===== config.mk =====
export PLATFORM = sky130hd
export DESIGN_NAME = alpha_order_sequencer
export DESIGN_NICKNAME = d
export VERILOG_FILES = /design/src/rtl/alpha_order_sequencer.sv
export SDC_FILE = /design/constraint.sdc
export NUM_CORES = 1
export LEC_CHECK = 0
export CORE_UTILIZATION = 45
export CTS_CLUSTER_DIAMETER = 60
export DETAILED_ROUTE_END_ITERATION = 16
export PLACE_DENSITY = 0.77
export REMOVE_ABC_BUFFERS = 1
export SLEW_MARGIN = 20
export SYNTH_ARGS = -nofsm -noshare
export SYNTH_HDL_FRONTEND = slang
export SYNTH_SLANG_ARGS = --single-unit
export TNS_END_PERCENT = 30

===== constraint.sdc =====
create_clock -name clk -period 5.4 [get_ports clk]
set_input_delay 1.08 -clock clk [delete_from_list [all_inputs] [get_ports clk]]
set_output_delay 1.08 -clock clk [all_outputs]
set_load 0.1 [all_outputs]

===== src/rtl/alpha_order_sequencer.sv =====
// alpha_order_sequencer
//
// This block sits between the alpha core signal strobe and the exchange TX
// gateway. It turns single-cycle BUY/SELL pulses into one-lot orders on a
// valid/ready handshake. It enforces a signed position limit and a cooldown
// window after each strategy order, and it counts dropped signals. When
// flatten is requested, it drives the position back to zero one lot at a time.
//
// Ports:
//   clk          system clock; all logic runs on its rising edge
//   reset        synchronous, active-high
//   enable       strategy kill switch; low means strategy signals are ignored
//   sig_valid    one-cycle strategy signal strobe
//   sig_code     01 = BUY, 10 = SELL, other codes mean no action
//   sig_price    tick price that comes with the signal
//   flatten_req  level request to drive the position to zero
//   ord_valid    order presented to the gateway
//   ord_side     0 = BUY, 1 = SELL
//   ord_price    order price
//   ord_ready    gateway accepts the order when this and ord_valid are high
//   position     signed net position in lots (two's complement)
//   rej_count    saturating count of dropped actionable signals
//   busy         high whenever the FSM is not idle
//
// state      | meaning
// -----------+----------------------------------------------------------
// S_IDLE     | waiting for a strategy signal or a flatten request
// S_SEND     | strategy order presented, waiting for the handshake
// S_COOLDOWN | throttle window after an accepted strategy order
// S_FLATTEN  | one-lot orders that drive the position to zero

module alpha_order_sequencer #(
    parameter int MAX_POS         = 4,
    parameter int THROTTLE_CYCLES = 8,
    parameter int PX_W            = 32
) (
    input  logic            clk,
    input  logic            reset,
    input  logic            enable,
    input  logic            sig_valid,
    input  logic [1:0]      sig_code,
    input  logic [PX_W-1:0] sig_price,
    input  logic            flatten_req,
    output logic            ord_valid,
    output logic            ord_side,
    output logic [PX_W-1:0] ord_price,
    input  logic            ord_ready,
    output logic [7:0]      position,
    output logic [15:0]     rej_count,
    output logic            busy
);

    typedef enum logic [1:0] {
        S_IDLE     = 2'd0,
        S_SEND     = 2'd1,
        S_COOLDOWN = 2'd2,
        S_FLATTEN  = 2'd3
    } state_t;

    localparam logic signed [7:0] POS_LIM = 8'(MAX_POS);
    localparam logic [7:0]        THR     = 8'(THROTTLE_CYCLES);

    state_t             state_q, state_d;
    logic               ord_valid_q, ord_valid_d;
    logic               ord_side_q, ord_side_d;
    logic [PX_W-1:0]    ord_price_q, ord_price_d;
    logic signed [7:0]  position_q, position_d;
    logic [15:0]        rej_q, rej_d;
    logic               pend_q, pend_d;
    logic [7:0]         cnt_q, cnt_d;
    logic               busy_q;

    logic               act;
    logic               is_buy;
    logic               limit_ok;
    logic               handshake;
    logic signed [7:0]  pos_after;
    logic               rej_inc;

    assign act       = sig_valid && (sig_code == 2'b01 || sig_code == 2'b10);
    assign is_buy    = (sig_code == 2'b01);
    assign limit_ok  = is_buy ? (position_q < POS_LIM) : (position_q > -POS_LIM);
    assign handshake = ord_valid_q && ord_ready;
    // The order in flight always moves the position by one lot in the
    // direction of its side. This applies to both strategy and flatten orders.
    assign pos_after = ord_side_q ? (position_q - 8'sd1) : (position_q + 8'sd1);

    always_comb begin
        state_d     = state_q;
        ord_valid_d = ord_valid_q;
        ord_side_d  = ord_side_q;
        ord_price_d = ord_price_q;
        position_d  = position_q;
        pend_d      = pend_q;
        cnt_d       = cnt_q;
        rej_inc     = 1'b0;

        case (state_q)
            S_IDLE: begin
                if (flatten_req && position_q != 8'sd0) begin
                    // Flatten takes priority. A signal that arrives in the
                    // same cycle is lost, so it is counted as dropped.
                    state_d     = S_FLATTEN;
                    ord_valid_d = 1'b1;
                    ord_side_d  = (position_q > 8'sd0);
                    pend_d      = 1'b0;
                    rej_inc     = act;
                end else if (act && enable) begin
                    if (limit_ok) begin
                        state_d     = S_SEND;
                        ord_valid_d = 1'b1;
                        ord_side_d  = !is_buy;
                        ord_price_d = sig_price;
                    end else begin
                        rej_inc = 1'b1;
                    end
                end
            end

            S_SEND: begin
                rej_inc = act;
                if (flatten_req) begin
                    pend_d = 1'b1;
                end
                if (handshake) begin
                    position_d = pos_after;
                    pend_d     = 1'b0;
                    if ((pend_q || flatten_req) && pos_after != 8'sd0) begin
                        // Keep ord_valid high and continue straight into
                        // the flatten orders.
                        state_d    = S_FLATTEN;
                        ord_side_d = (pos_after > 8'sd0);
                    end else begin
                        ord_valid_d = 1'b0;
                        if (THR != 8'd0) begin
                            state_d = S_COOLDOWN;
                            cnt_d   = THR;
                        end else begin
                            state_d = S_IDLE;
                        end
                    end
                end
            end

            S_COOLDOWN: begin
                rej_inc = act;
                if (flatten_req && position_q != 8'sd0) begin
                    state_d     = S_FLATTEN;
                    ord_valid_d = 1'b1;
                    ord_side_d  = (position_q > 8'sd0);
                    pend_d      = 1'b0;
                    cnt_d       = 8'd0;
                end else begin
                    cnt_d = cnt_q - 8'd1;
                    if (cnt_q <= 8'd1) begin
                        state_d = S_IDLE;
                        cnt_d   = 8'd0;
                    end
                end
            end

            S_FLATTEN: begin
                rej_inc = act;
                if (handshake) begin
                    position_d = pos_after;
                    if (pos_after == 8'sd0) begin
                        state_d     = S_IDLE;
                        ord_valid_d = 1'b0;
                    end else begin
                        ord_side_d = (pos_after > 8'sd0);
                    end
                end
            end

            default: begin
                state_d     = S_IDLE;
                ord_valid_d = 1'b0;
            end
        endcase

        rej_d = (rej_inc && rej_q != 16'hFFFF) ? (rej_q + 16'd1) : rej_q;
    end

    always_ff @(posedge clk) begin
        if (reset) begin
            state_q     <= S_IDLE;
            ord_valid_q <= 1'b0;
            ord_side_q  <= 1'b0;
            ord_price_q <= '0;
            position_q  <= 8'sd0;
            rej_q       <= 16'd0;
            pend_q      <= 1'b0;
            cnt_q       <= 8'd0;
            busy_q      <= 1'b0;
        end else begin
            state_q     <= state_d;
            ord_valid_q <= ord_valid_d;
            ord_side_q  <= ord_side_d;
            ord_price_q <= ord_price_d;
            position_q  <= position_d;
            rej_q       <= rej_d;
            pend_q      <= pend_d;
            cnt_q       <= cnt_d;
            busy_q      <= (state_d != S_IDLE);
        end
    end

    assign ord_valid = ord_valid_q;
    assign ord_side  = ord_side_q;
    assign ord_price = ord_price_q;
    assign position  = position_q;
    assign rej_count = rej_q;
    assign busy      = busy_q;

endmodule


* Word level (Yosys, flattened, before mapping)
Cells that the tools add are included.
** Cells by class
- Muxes and demuxes :: 43
- Bitwise logic cells :: 1
- Reduce and logical (&&, ||, !) cells :: 25
- Magnitude comparators :: 5
- Equality and inequality tests :: 17
- $add $sub $neg :: 4
** Operators by type and width (number)
- 8-bit 2-to-1 mux :: 5
- 1-bit 2-to-1 mux :: 24
- 16-bit by 1-bit adder with 16-bit output, second input constant :: 1
- 8-bit by 1-bit > comparator with 1-bit output, second input constant :: 2
- 2-bit 2-to-1 mux :: 8
- 16-bit inequality test, second input constant :: 1
- 8-bit case mux with 2 select lines :: 1
- 8-bit nonzero test :: 2
- 2-bit inequality test, second input constant :: 7
- 7-bit AND reduction :: 2
- 3-bit inequality test, second input constant :: 3
- 8-bit by 2-bit adder with 8-bit output, second input constant :: 1
- 8-bit by 3-bit > comparator with 1-bit output, second input constant :: 1
- 8-bit by 1-bit <= comparator with 1-bit output, second input constant :: 1
- 8-bit zero test :: 1
- 8-bit by 4-bit < comparator with 1-bit output, second input constant :: 1
- 1-bit case mux with 4 select lines :: 2
- 2-bit case mux with 4 select lines :: 1
- 8-bit by 1-bit subtractor with 8-bit output, second input constant :: 1
- 8-bit by 2-bit subtractor with 8-bit output, second input constant :: 1
- 2-bit equality test, second input constant :: 3
- 1-bit logical AND :: 6
- 3-bit AND reduction :: 2
- 2-bit nonzero test :: 3
- other kinds (11) :: 15
** Word-level totals
- Input port bits :: 40
- Output and inout port bits :: 59
- Flip-flop bits (word level) :: 70

* Longest topological paths before layout
Gate-level depths: netlist of the first run.
- Depth after elaboration :: 8
- Gate-level depth with buffers :: 9

* Least setup slack after synthesis of the first run
No wires, ideal clock.
- Kind :: reg-to-reg
- Start :: register ord_side_q, in the netlist ord_side
- End :: register ord_side_q, in the netlist ord_side
- Buffers on the path :: 0
- Arrival time :: 3.164 ns
- Setup time :: 0.073 ns
- Cell stages (with the launch flop) :: 8
- Slack :: 2.163 ns
- Cells stage by stage :: dfxtp_1 ha_1 a211oi_2 o31ai_2 o221a_2 or4_4 o211ai_1 mux2i_1
** On the way
- Word-level cells in the longest chain between the ends :: 5
- Elaborated cells between the ends (all ways) :: 13
- Those cells by class :: 1 x order compare; 2 x eq/ne; 6 x mux; 4 x reduce/logical
** Ends and longest elaborated chain
- from (decl) :: RTL line 65 : logic ord_side_q, ord_side_d;
- from (signal assigned) :: RTL line 198 : ord_side_q <= ord_side_d;
- 8-bit 2-to-1 mux (*) :: RTL line 86 : assign pos_after = ord_side_q ? (position_q - 8'sd1) : (position_q + 8'sd1);
- 8-bit by 1-bit > comparator with 1-bit output / 8-bit nonzero test (equally long branches) :: RTL line 132, 170, 128
- 1-bit 2-to-1 mux, or another cell as far along :: RTL line 166 : if (pos_after == 8'sd0) begin
- 1-bit 2-to-1 mux, or another cell as far along :: RTL line 164 : if (handshake) begin
- 1-bit case mux with 4 select lines / 7-bit AND reduction (equally long branches)
Mark *: on every way between the ends. The rest lies on a longest branch, timed or not. The select of a mux whose other input is x is not followed.
A chain may end at the register's enable or synchronous reset.

* Worst setup path in the final report of the first run
- Start :: input port sig_code[1]
- End :: register rej_q[15], in the netlist rej_count[15]
** On the way
- Word-level cells in the longest chain between the ends :: 8
- Elaborated cells between the ends (all ways) :: 11
- Those cells by class :: 2 x eq/ne; 5 x mux; 4 x reduce/logical
** Ends and longest elaborated chain
- from (decl) :: RTL line 41 : input logic [1:0] sig_code,
- 2-bit by 1-bit equality test with 1-bit output / 2-bit equality test (equally long branches) :: RTL line 80, 81
- 1-bit logical OR :: RTL line 80 : assign act = sig_valid && (sig_code == 2'b01 || sig_code == 2'b10);
- 1-bit logical AND :: RTL line 80
- 1-bit logical AND :: RTL line 108 : end else if (act && enable) begin
- 1-bit 2-to-1 mux :: RTL line 108
- 1-bit 2-to-1 mux :: RTL line 100 : if (flatten_req && position_q != 8'sd0) begin
- 1-bit case mux with 2 select lines (*) :: RTL line 98 : case (state_q)
- 1-bit logical AND (*) :: RTL line 181 : rej_d = (rej_inc && rej_q != 16'hFFFF) ? (rej_q + 16'd1) : rej_q;
- to (signal assigned) :: RTL line 201 : rej_q <= rej_d;
- to (decl) :: RTL line 68 : logic [15:0] rej_q, rej_d;
Mark *: on every way between the ends. The rest lies on a longest branch, timed or not.

==> metrics.yaml, run 1 <==
gr-usage-all-layers: 0.212
critPathSlowestCell: "a2111oi_2"
cts_tree: "built"
rsz0062_at_grt: "false"
powerDensity_nw_per_um2: 255
status: "completed"
layout-drive-gt1-share: 0.0858
synthAdderAreaFrac: 0.0437
grt_first_pass_wirelength_microns: 14200
period_minus_slack_ps: 3310
first_iter_violations: 168
relSlewSlack: 0.329
io_pins: 99
gp_congestion: 0.823
synth_warnings: 0
required_ps: 5650
vias: 3206
met3_usage: 0.0469
synth-xor-area-share: 0.0340
synthesis.area_sq_um: 3610
slew_viol_final: 0
post_drt_wl_per_cell_microns: 14.2
core_area_sq_um: 7730
internal-power_mw: 0.804
clockPowerShare: 0.328
ys_types: 59
synth_compound_area_frac: 0.160
hold_class: "reg -> reg"
vdd.ir_drop.worst_mv: 0.166
cts-hold-fix-buffers: 0
die_area_sq_um: 8380
seq_area_frac_synth: 0.388
period_share: 0.613
grtUsageMet2: 0.352
drt_wl_total_microns: 8580
synth_top_family_by_area: "simple AND/OR/NAND/NOR gates"
synth_edf_count: 0
cts_resized: 0
tightest_slew_ps: 1000
clk_path_buf_depth: 2
clk-insertion-delay-late_ps: 360
grt_pass1_vias: 3057
io_buffers: 98
clkTransAtPathRegs_ps: 90
met1_usage: 0.268
nets: 548
numCtsBuffers: 9
numClockSinks: 70
top_usage_layer: "met2"
max_freq_mhz: 302
p_leak_nw: 2.01
drc_errors: 0
fin_area_sq_um: 4840
p_comb_frac: 0.226
multi_input_area_sq_um: 2120
n_antenna_cell: 0
p_sw_mw: 0.431
syn_inst: 401
synth_flop_cell: "dfxtp_1"
r2r_slack_ps: 2580
num-fill-cells: 643
drt_pass1_iterations: 5
synth_mux_area_frac: 0.121
ant_nets: 0
dp_hpwl_microns: 6090
placed_area_sq_um: 4660
antenna_found_initial: 0
cp-start-kind: "input port"
post-cts-setup-buffer-count: 0
synth_area_per_cell_sq_um: 9.00
synthToLayoutAreaGrowth_pct: 34.3
fin_util: 0.627
async_flop_share: 0
htree_levels: 3
die_w_microns: 91.5
skew_ps: 10.2
clockRootBuffer: "clkbuf_8"
hold_viol_final: 0
p_sw_frac: 0.349
worstSetupPathType: "in -> reg"
setup_tns_ps: 0
pwr-share-seq: 0.445
synth-seq-cells: 70
max_cap_violations: 0
final-seq-area_sq_um: 1400
fp.dieH_microns: 91.5
critPathCaptureType: "flop"
holdWs_ps: 506
synthSimpleGateAreaFrac: 0.230
rows: 32
initial_core_util: 0.467
critPathMaxStageDelay_ps: 600
viasPerCell: 5.32
setup_viol: 0
grt_max_degree: 48
overflow: 0
arrival_ps: 3560
cp_cell_sequence: "clkdlybuf4s50_1 > inv_1 > ha_1 > nand2b_1 > o21ba_2 > o21ai_2 > a2111oi_2 > and4_1 > mux2_4"
critPathMaxFanout: 7
## cells in the final DEF, fill, tap and decap left out, drive strengths merged, types with 2 or more instances in the layout
cell           synthesis  final
a31o                   2      2
a21oi                 17     17
o21a                   2      2
dfxtp                 70     70
and4                   2      2
nand4                  4      4
a21boi                 2      2
a21o                   3      3
and3                   6      6
clkdlybuf4s50          0     97
clkbuf                11      9
mux2                   7      7
o21bai                 2      2
clkinvlp               0      2
nor3                   9      9
o211ai                 4      4
nor4                   5      5
o31ai                  2      2
buf                    4      2
mux2i                 35     35
xor2                   3      3
a311oi                 2      2
a211oi                15     15
nor2                  87     87
ha                    11     11
o21ba                  5      5
xnor2                 11     11
nand2b                 8      8
a2111oi                2      2
a221oi                 2      2
and2                   8      8
nand3                  7      7
o21ai                 11     11
nor2b                  9      9
inv                    6     11
nand2                 17     17
## power groups by stage
| stage | clock network (mW) | logic [mW] | registers, mW |
|---|---|---|---|
| final | 0.406 | 0.279 | 0.550 |
| after global routing | 0.442 | 0.296 | 0.554 |
| after CTS | 0.417 | 0.280 | 0.550 |
| after detailed placement | 0 | 0.279 | 0.562 |
| after global placement | 0 | 0.274 | 0.561 |
| after floorplan | 0 | 0.0924 | 0.662 |
## metrics by stage
step / setup WS [ps] / cells / power (mW)
2_1_floorplan: 2160 / 386 / 0.754
3_3_place_gp: 1850 / 587 / 0.836
3_5_place_dp: 1740 / 587 / 0.841
4_1_cts: 2130 / 603 / 1.25
5_1_grt: 1980 / 603 / 1.29
6_report: 2090 / 603 / 1.23
## layout make-up
class	count	share of cell area
tap	102	0.0263
clock inverter	7	0.0127
timing repair buffer	99	0.203
sequential	70	0.289
inverter	6	0.00465
multi-input combinational	310	0.438
clock buffer	9	0.0256
## worst max-delay path, delay by kind of cell
family | cells | cell delay, ps
AOI/OAI and AO/OA | 3 | 990
muxes | 1 | 300
buffers and inverters | 2 | 490
and+or+nand+nor | 2 | 470
adders and majority gates | 1 | 210
## Yosys cell counts, drive strengths merged, types with 5 or more instances
cell type | count | area share
nor2b | 9 | 0.016
nand3 | 7 | 0.0097
a211oi | 15 | 0.036
inv | 6 | 0.0062
ha | 11 | 0.038
mux2i | 35 | 0.097
a21oi | 17 | 0.024
mux2 | 7 | 0.024
nor4 | 5 | 0.015
nor2 | 87 | 0.091
xnor2 | 11 | 0.027
nor3 | 9 | 0.017
and2 | 8 | 0.014
dfxtp | 70 | 0.39
o21ai | 11 | 0.019
and3 | 6 | 0.010
nand2 | 17 | 0.018
nand2b | 8 | 0.014
clkbuf | 11 | 0.011
o21ba | 5 | 0.014
## state kept, by name, indices dropped and copies added, names as in the netlist
name	flops
position	8
cnt_q	8
rej_count	16
ord_valid	1
ord_side	1
pend_q	1
state_q	2
busy	1
ord_price	32
## metal layers
metal / wire length [microns] / vias up
met5: 0 / -
met4: 157 / 0
met3: 322 / 13
met2: 4190 / 71
met1: 3910 / 1505
li1: - / 1617
## cell families after synthesis
family	Yosys count
AOI/OAI and AO/OA	76
buffers and inverters	21
xor gates and xnor gates	14
adders and majority gates	12
muxes	42
DFF	70
and+or+nand+nor	166
## final timing paths
kind	startpoint	cells after the start	end
setup / recovery	sig_code[1]	9	rej_count[15]
hold / removal	ord_price[26]	2	ord_price[26]
setup reg to reg	position[7]	6	ord_price[2]
hold reg to reg	ord_price[26]	2	ord_price[26]
Note: power is estimated with default switching activity, not from simulation.
==> run 2: changes to the inputs <==
==> constraint.sdc (replaced) <==
create_clock -name clk -period 3.3 [get_ports clk]
set_input_delay 0.66 -clock clk [delete_from_list [all_inputs] [get_ports clk]]
set_output_delay 0.66 -clock clk [all_outputs]
set_load 0.1 [all_outputs]
==> metrics.yaml, run 2 (synthesis results as in run 1) <==
die_w_microns: 91.5  # unchanged
dp_hpwl_microns: 5980  # -1.8%
max_freq_mhz: 353
n_antenna_cell: 0  # unchanged
relSlewSlack: 0.535  # +0.206
period_share: 0.859
vias: 3242  # +1.1%
largest_reg_flops: 32  # unchanged
final_cell_mix: "nor2_1 (87), dfxtp_1 (70), buf_4 (62), clkdlybuf4s50_1 (38), mux2i_1 (35)"
period_minus_slack_ps: 2840
numCtsBuffers: 9  # unchanged
viasPerCell: 5.34  # +0.46%
layout-drive-gt1-share: 0.210  # +0.124
cts-hold-fix-buffers: 0  # unchanged
synthToLayoutAreaGrowth_pct: 32.9
hold_class: "reg -> reg"
hold_viol_final: 0  # unchanged
cts_resized: 0  # unchanged
clockRootBuffer: "clkbuf_8"
grt_first_pass_wirelength_microns: 14200  # about the same
p_leak_nw: 2.18  # +8.5%
ant_nets: 0  # unchanged
status: "completed"
cp-start-kind: "flop"
clkTransAtPathRegs_ps: 90  # about the same
drt_pass1_iterations: 4  # -1
fin_util: 0.620  # -0.00648
clk-insertion-delay-late_ps: 350  # about the same
nets: 552  # +0.73%
antenna_found_initial: 0  # unchanged
max_cap_violations: 0  # unchanged
gr-usage-all-layers: 0.210  # -0.00176
final_cell_count_no_fill: 607  # +0.66%
clk_path_buf_depth: 2  # unchanged
grt_pass1_vias: 3029  # -0.92%
post-cts-setup-buffer-count: 0  # unchanged
numClockSinks: 70  # unchanged
fp.dieH_microns: 91.5  # unchanged
io_pins: 99  # unchanged
mostFrequentLayoutCell: "nor2_1"
vdd.ir_drop.worst_mv: 0.314  # +90%
gp_congestion: 0.809  # -1.7%
core_area_sq_um: 7730  # unchanged
power_mw: 2.15  # +74%
overflow: 0  # unchanged
critPathMaxFanout: 10  # +3
num-fill-cells: 654  # +1.7%
htree_levels: 3  # unchanged
first_iter_violations: 99  # -41%
rows: 32  # unchanged
cts_tree: "built"
drc_errors: 0  # unchanged
die_area_sq_um: 8380  # unchanged
grt_max_degree: 80  # +67%
worstSetupPathType: "reg -> reg"
initial_core_util: 0.467  # unchanged
dpl.cell_count: 591  # +0.68%
slew_viol_final: 0  # unchanged
io_buffers: 98  # unchanged
rsz0062_at_grt: "false"
arrival_ps: 3060  # -500 ps
skew_ps: 12.6  # +2.42 ps
setup_viol: 0  # unchanged
post_drt_wl_per_cell_microns: 14.0  # -1.4%
critPathCaptureType: "flop"
drt_wl_total_microns: 8510  # -0.79%
tightest_slew_ps: 692  # -310 ps
setup_tns_ps: 0  # unchanged
powerDensity_nw_per_um2: 448  # +76%
required_ps: 3520  # -2130 ps
## run 2: where the power goes
part / switching [mW] / internal [mW]
Clock: 0.355 / 0.435
Combinational: 0.303 / 0.153
Sequential: 0.0304 / 0.871
Total: 0.688 / 1.46
## run 2: final timing paths
kind	slack, ps	cells after the start	endpoint	start
worst max-delay path	460	7	cnt_q[0]	ord_side
worst min register to register	500	2	ord_price[30]	ord_price[30]
worst min-delay path	500	2	ord_price[30]	ord_price[30]
worst max register to register	460	7	cnt_q[0]	ord_side
## run 2: final cells by class
| type | instances | area (sq um) | area share |
|---|---|---|---|
| clock inverters | 7 | 104 | 0.0217 |
| clock buffers | 9 | 124 | 0.0258 |
| repair buffers | 103 | 891 | 0.186 |
| inverters | 6 | 22.5 | 0.00470 |
| multi-input cells | 310 | 2120 | 0.443 |
| well taps | 102 | 128 | 0.0266 |
| flip-flops and latches | 70 | 1400 | 0.292 |
## run 2: stage by stage
| step | setup slack [ps] | instance area, sq um | hold WS [ps] |
|---|---|---|---|
| floorplan | 63.0 | 3550 | 486 |
| global placement | 192 | 4570 | 476 |
| detailed placement | 167 | 4570 | 490 |
| CTS | 478 | 4790 | 511 |
| global route | 300 | 4790 | 537 |
| finish | 464 | 4790 | 503 |
## run 2: worst max-delay path, cell delays in order (launching register included)
cell	delay (ps)
dfxtp_1	600
ha_1	340
a211oi_2	360
o31ai_2	170
o221a_2	270
or4_4	590
o21ai_4	250
a221oi_1	120
## run 2: layer usage
metal / up-vias / routed length [microns] / GRT usage
met5: - / 0 / 0
met4: 0 / 148 / 0.0820
met3: 14 / 412 / 0.0477
met2: 87 / 4070 / 0.338
met1: 1515 / 3880 / 0.273
li1: 1626 / - / -
==> run 3: changes to the inputs <==
--- a/config.mk
+++ b/config.mk
@@ -5,10 +5,11 @@
 export SDC_FILE = /design/constraint.sdc
 export NUM_CORES = 1
 export LEC_CHECK = 0
-export CORE_UTILIZATION = 45
+export CORE_UTILIZATION = 48
 export CTS_CLUSTER_DIAMETER = 60
 export DETAILED_ROUTE_END_ITERATION = 16
-export PLACE_DENSITY = 0.77
+export PLACE_DENSITY = 0.81
+export RECOVER_POWER = 50
 export REMOVE_ABC_BUFFERS = 1
 export SLEW_MARGIN = 20
 export SYNTH_ARGS = -nofsm -noshare
==> metrics.yaml, run 3 (synthesis results as in run 1) <==
hold_end: "ord_price[24]"
critPathMaxFanout: 8  # -2
grt_first_pass_wirelength_microns: 13700  # -3.6%
cp-start-kind: "input port"
fin_area_sq_um: 4540  # -5.3%
slew_viol_final: 0  # unchanged
viasPerCell: 5.27  # -1.2%
overflow: 0  # unchanged
r2r_slack_ps: 310  # -150 ps
first_iter_violations: 206  # +110%
dp_hpwl_microns: 6160  # +2.9%
r2r_cells: 7  # unchanged
max_cap_violations: 0  # unchanged
r2r-end: "busy"
core_area_sq_um: 7250  # -6.1%
worstSetupPathType: "in -> reg"
initial_core_util: 0.497  # +0.0305
period_minus_slack_ps: 3060  # +228 ps
antenna_found_initial: 0  # unchanged
vias: 3207  # -1.1%
final_cell_mix: "nor2_1 (87), dfxtp_1 (70), clkbuf_1 (59), clkdlybuf4s50_1 (37), mux2i_1 (35)"
hp-start: "ord_price[24]"
die_area_sq_um: 7870  # -6.1%
rows: 31  # -3.1%
max_freq_mhz: 326  # -7.4%
drt_wl_total_microns: 8310  # -2.3%
synthToLayoutAreaGrowth_pct: 25.8
setup_tns_ps: 0  # unchanged
fin_util: 0.626  # +0.00554
n_antenna_cell: 0  # unchanged
tightest_slew_ps: 1220  # +523 ps
post-cts-setup-buffer-count: 0  # unchanged
period_share: 0.928  # +0.0690
largest_reg_flops: 32  # unchanged
r2r_start: "ord_side"
clkTransAtPathRegs_ps: 90  # about the same
drc_errors: 0  # unchanged
final-seq-area_sq_um: 1400  # unchanged
grt_max_degree: 46  # -43%
post_drt_wl_per_cell_microns: 13.7  # -2.5%
pre_cts_ws_ps: 136  # -31.4 ps
cts_tree: "built"
grt_pass1_vias: 2963  # -2.2%
critPathMaxStageDelay_ps: 700  # +100 ps
drt_pass1_iterations: 4  # unchanged
skew_ps: 8.97  # -3.67 ps
timing.hold.worst_path_depth: 2  # unchanged
numClockSinks: 70  # unchanged
rsz0062_at_grt: "false"
clk-insertion-delay-late_ps: 350  # about the same
hold_viol_final: 0  # unchanged
nets: 556  # +0.72%
ant_nets: 0  # unchanged
setup_viol: 0  # unchanged
clk_path_buf_depth: 2  # unchanged
p_leak_nw: 1.92  # -12%
vdd.ir_drop.worst_mv: 0.238  # -24%
htree_levels: 3  # unchanged
clockRootBuffer: "clkbuf_8"
numCtsBuffers: 9  # unchanged
io_pins: 99  # unchanged
hold_class: "reg -> reg"
io_buffers: 98  # unchanged
cts_resized: 0  # unchanged
required_ps: 3540  # +20 ps
relSlewSlack: 0.193  # -0.342
layout-drive-gt1-share: 0.0963  # -0.114
gr-usage-all-layers: 0.224  # +0.0135
cp_cell_sequence: "clkdlybuf4s50_1 > a21boi_0 > nor3_4 > a2111oi_2 > and4_1 > mux2_4"
gp_congestion: 0.779  # -3.7%
mostFrequentLayoutCell: "nor2_1"
placed_area_sq_um: 4580  # +0.30%
critPathSlowestCell: "a21boi_0"
arrival_ps: 3300  # +240 ps
num-fill-cells: 674  # +3.1%
cts-hold-fix-buffers: 0  # unchanged
powerDensity_nw_per_um2: 440  # -1.8%
die_w_microns: 88.7  # -3.1%
multi_input_area_sq_um: 2110  # -0.41%
status: "completed"
fp.dieH_microns: 88.7  # -3.1%
critPathCaptureType: "flop"
finalWorstSetupSlack_ps: 236  # -228 ps
run 3: worst max-delay path by stage:
stage	start	endpoint	cells past startpoint
floorplan	ord_side	ord_side	7
global placement	sig_code[1]	rej_count[15]	9
detailed placement	sig_code[1]	rej_count[15]	9
CTS	ord_side	busy	7
global route	flatten_req	rej_count[15]	6
finish	flatten_req	rej_count[15]	6
run 3: through the flow:
step           power (mW)  hold WS, ps  std cells
6_report             2.00          498        608
5_1_grt              2.09          533        608
4_1_cts              2.03          508        608
3_5_place_dp         1.38          486        592
3_3_place_gp         1.37          478        592
2_1_floorplan        1.23          486        386
run 3: worst max-delay path: cells and delay by family:
family,cells,cell delay [ps]
AND/OR/NAND/NOR,2,470
AO/OA/AOI/OAI,2,1280
buffers and inverters,1,590
multiplexers,1,300
run 3: layer usage:
| metal | global-route usage | wire length, microns |
|---|---|---|
| met3 | 0.0401 | 283 |
| met1 | 0.301 | 3880 |
| met4 | 0.0836 | 133 |
| met2 | 0.359 | 4020 |
| met5 | 0 | 0 |
run 3: report_power, final:
group	switching (mW)	total (mW)	internal, mW
sequential	0.0290	0.900	0.871
combinational	0.302	0.436	0.134
clock	0.373	0.660	0.288
total	0.704	2.00	1.29
run 3: area by class of cell:
cell class,instances,area share
inverters,6,0.00496
clock inverters,7,0.0146
multi-input cells,310,0.466
repair buffers,107,0.151
well taps,99,0.0273
clock buffers,9,0.0273
flip-flops and latches,70,0.309
==> RTL change: new RTL, config.mk and constraints of run 2 <==
Change the parameter `THROTTLE_CYCLES` from 8 to 6.
--- a/src/rtl/alpha_order_sequencer.sv
+++ b/src/rtl/alpha_order_sequencer.sv
@@ -33,3 +33,3 @@
     parameter int MAX_POS         = 4,
-    parameter int THROTTLE_CYCLES = 8,
+    parameter int THROTTLE_CYCLES = 6,
     parameter int PX_W            = 32
Check against the original RTL: not equivalent (Yosys sat finds a counterexample within 10 cycles, from zero or initial values and one cycle with reset high).
==> RTL change against run 2 <==
Via count is 2.1% higher; final cell count is 0.49% lower; setup slack worse by 190 ps; die area down 1.0%; routed wire length shrank 0.67%; total power up 4.0%; area after synthesis decreased by 1.0%; first-iteration DRC count up 74%; sequential cell count stayed put; sequential share of layout area is 1.0 points higher; cell area down 3.3%.
==> RTL change: results (changes against run 2) <==
Status
Outcome: finished, final reports clean (unchanged).

Setup path
The worst setup path endpoint is cnt_q[5]$_SDFFE_PP0P_ (was cnt_q[0]$_SDFFE_PP0P_). The worst reg-to-reg setup slack is 280 ps (was 460 ps).

Power
The internal power consumption was 1.39 mW (was 1.46 mW). The register share of total power is 42.1% (was 42.0%). The net switching fraction of the power is 37.8% (was 32.0%).

Routing
The ratio of routed vias to standard cells is 5.48 (was 5.34). The wire length on met2 is 4270 um (was 4070 um). The met3 routed wirelength came to 345 um (was 412 um). The violation count after the first detailed-route iteration is 172 (was 99). The number of search-and-repair iterations in the first detailed-routing pass is 5 (was 4). The wire length after detailed routing is 8450 um (was 8510 um).

Synth
The post-synthesis mux area share is 9.67% (was 12.1%). The share of the synthesized area in compound gates (AO/OA/AOI/OAI) came to 18.3% (was 16.0%). Largest cells by area after synthesis: sky130_fd_sc_hd__dfxtp_1 39%, sky130_fd_sc_hd__mux2i_1 9.3%, sky130_fd_sc_hd__nor2_1 6.3%, sky130_fd_sc_hd__ha_1 3.9%, sky130_fd_sc_hd__a21oi_1 3.4% (was sky130_fd_sc_hd__dfxtp_1 39%, sky130_fd_sc_hd__mux2i_1 9.7%, sky130_fd_sc_hd__nor2_1 9.1%, sky130_fd_sc_hd__ha_1 3.8%, sky130_fd_sc_hd__a211oi_1 2.7%). The sequential share of the synthesized area is 39.3% (was 38.8%).

Most instantiated cells after synthesis: 70 x sky130_fd_sc_hd__dfxtp_1, 60 x sky130_fd_sc_hd__nor2_1, 33 x sky130_fd_sc_hd__mux2i_1, 24 x sky130_fd_sc_hd__a21oi_1 (was 87 x sky130_fd_sc_hd__nor2_1, 70 x sky130_fd_sc_hd__dfxtp_1, 35 x sky130_fd_sc_hd__mux2i_1, 17 x sky130_fd_sc_hd__a21oi_1, 17 x sky130_fd_sc_hd__nand2_1). The mean instance size in the synthesized netlist was 8.92 um2 (was 9.00 um2). The unique cell type count in the Yosys netlist is 57 (was 59).

Cells and area
The total of fill cells in the finished design was 742 (was 654). The fraction of final layout cells sized beyond drive strength 1 is 21.3% (was 21.0%). The number of nets in the finished design is 549 (was 552).

Min path
The worst-case hold path end point is ord_price[15]$_SDFFE_PP0P_ (was ord_price[30]$_SDFFE_PP0P_).

GRT
The total track usage is 20.3% (was 21.0%). The met3 track demand over resource is 3.10% (was 4.77%). The maximum number of pins on one net before global-route repair is 68 (was 80).

The first-pass GRT wire length is 13800 um (was 14200 um). The via count of the first global-routing pass came to 3038 (was 3029).

Timing
The worst slew slack as a fraction of its limit was 52.8% (was 53.5%). The period utilization is 91.7% (was 85.9%). The final hold slack was 502 ps (was 503 ps).

Placed design
The placer's final routability congestion estimate is 0.869 (was 0.809). The number of placed instances, taps included is 588 (was 591). The sum of net half-perimeters after detailed placement was 6020 um (was 5980 um).
-- RTL change: cell types whose count changed in the layout (fill, tap and decap cells not counted), moves of 6 or more --
| cell | run 2 | this run |
|---|---|---|
| sky130_fd_sc_hd__a21oi_1 | 17 | 24 |
| sky130_fd_sc_hd__inv_1 | 6 | 14 |
| sky130_fd_sc_hd__a211oi_1 | 13 | 6 |
| sky130_fd_sc_hd__xnor2_1 | 11 | 5 |
| sky130_fd_sc_hd__nor2_1 | 87 | 60 |
| sky130_fd_sc_hd__o21ai_0 | 9 | 21 |
-- RTL change: cell type report --
class | instances | area [um2] | area share [%]
Multi-Input combinational cell | 301 | 2020 | 43.5
Sequential cell | 70 | 1400 | 30.2
Timing Repair Buffer | 101 | 863 | 18.6
Tap cell | 102 | 128 | 2.75
Clock buffer | 9 | 124 | 2.67
Inverter | 14 | 52.6 | 1.13
Clock inverter | 7 | 50.0 | 1.08
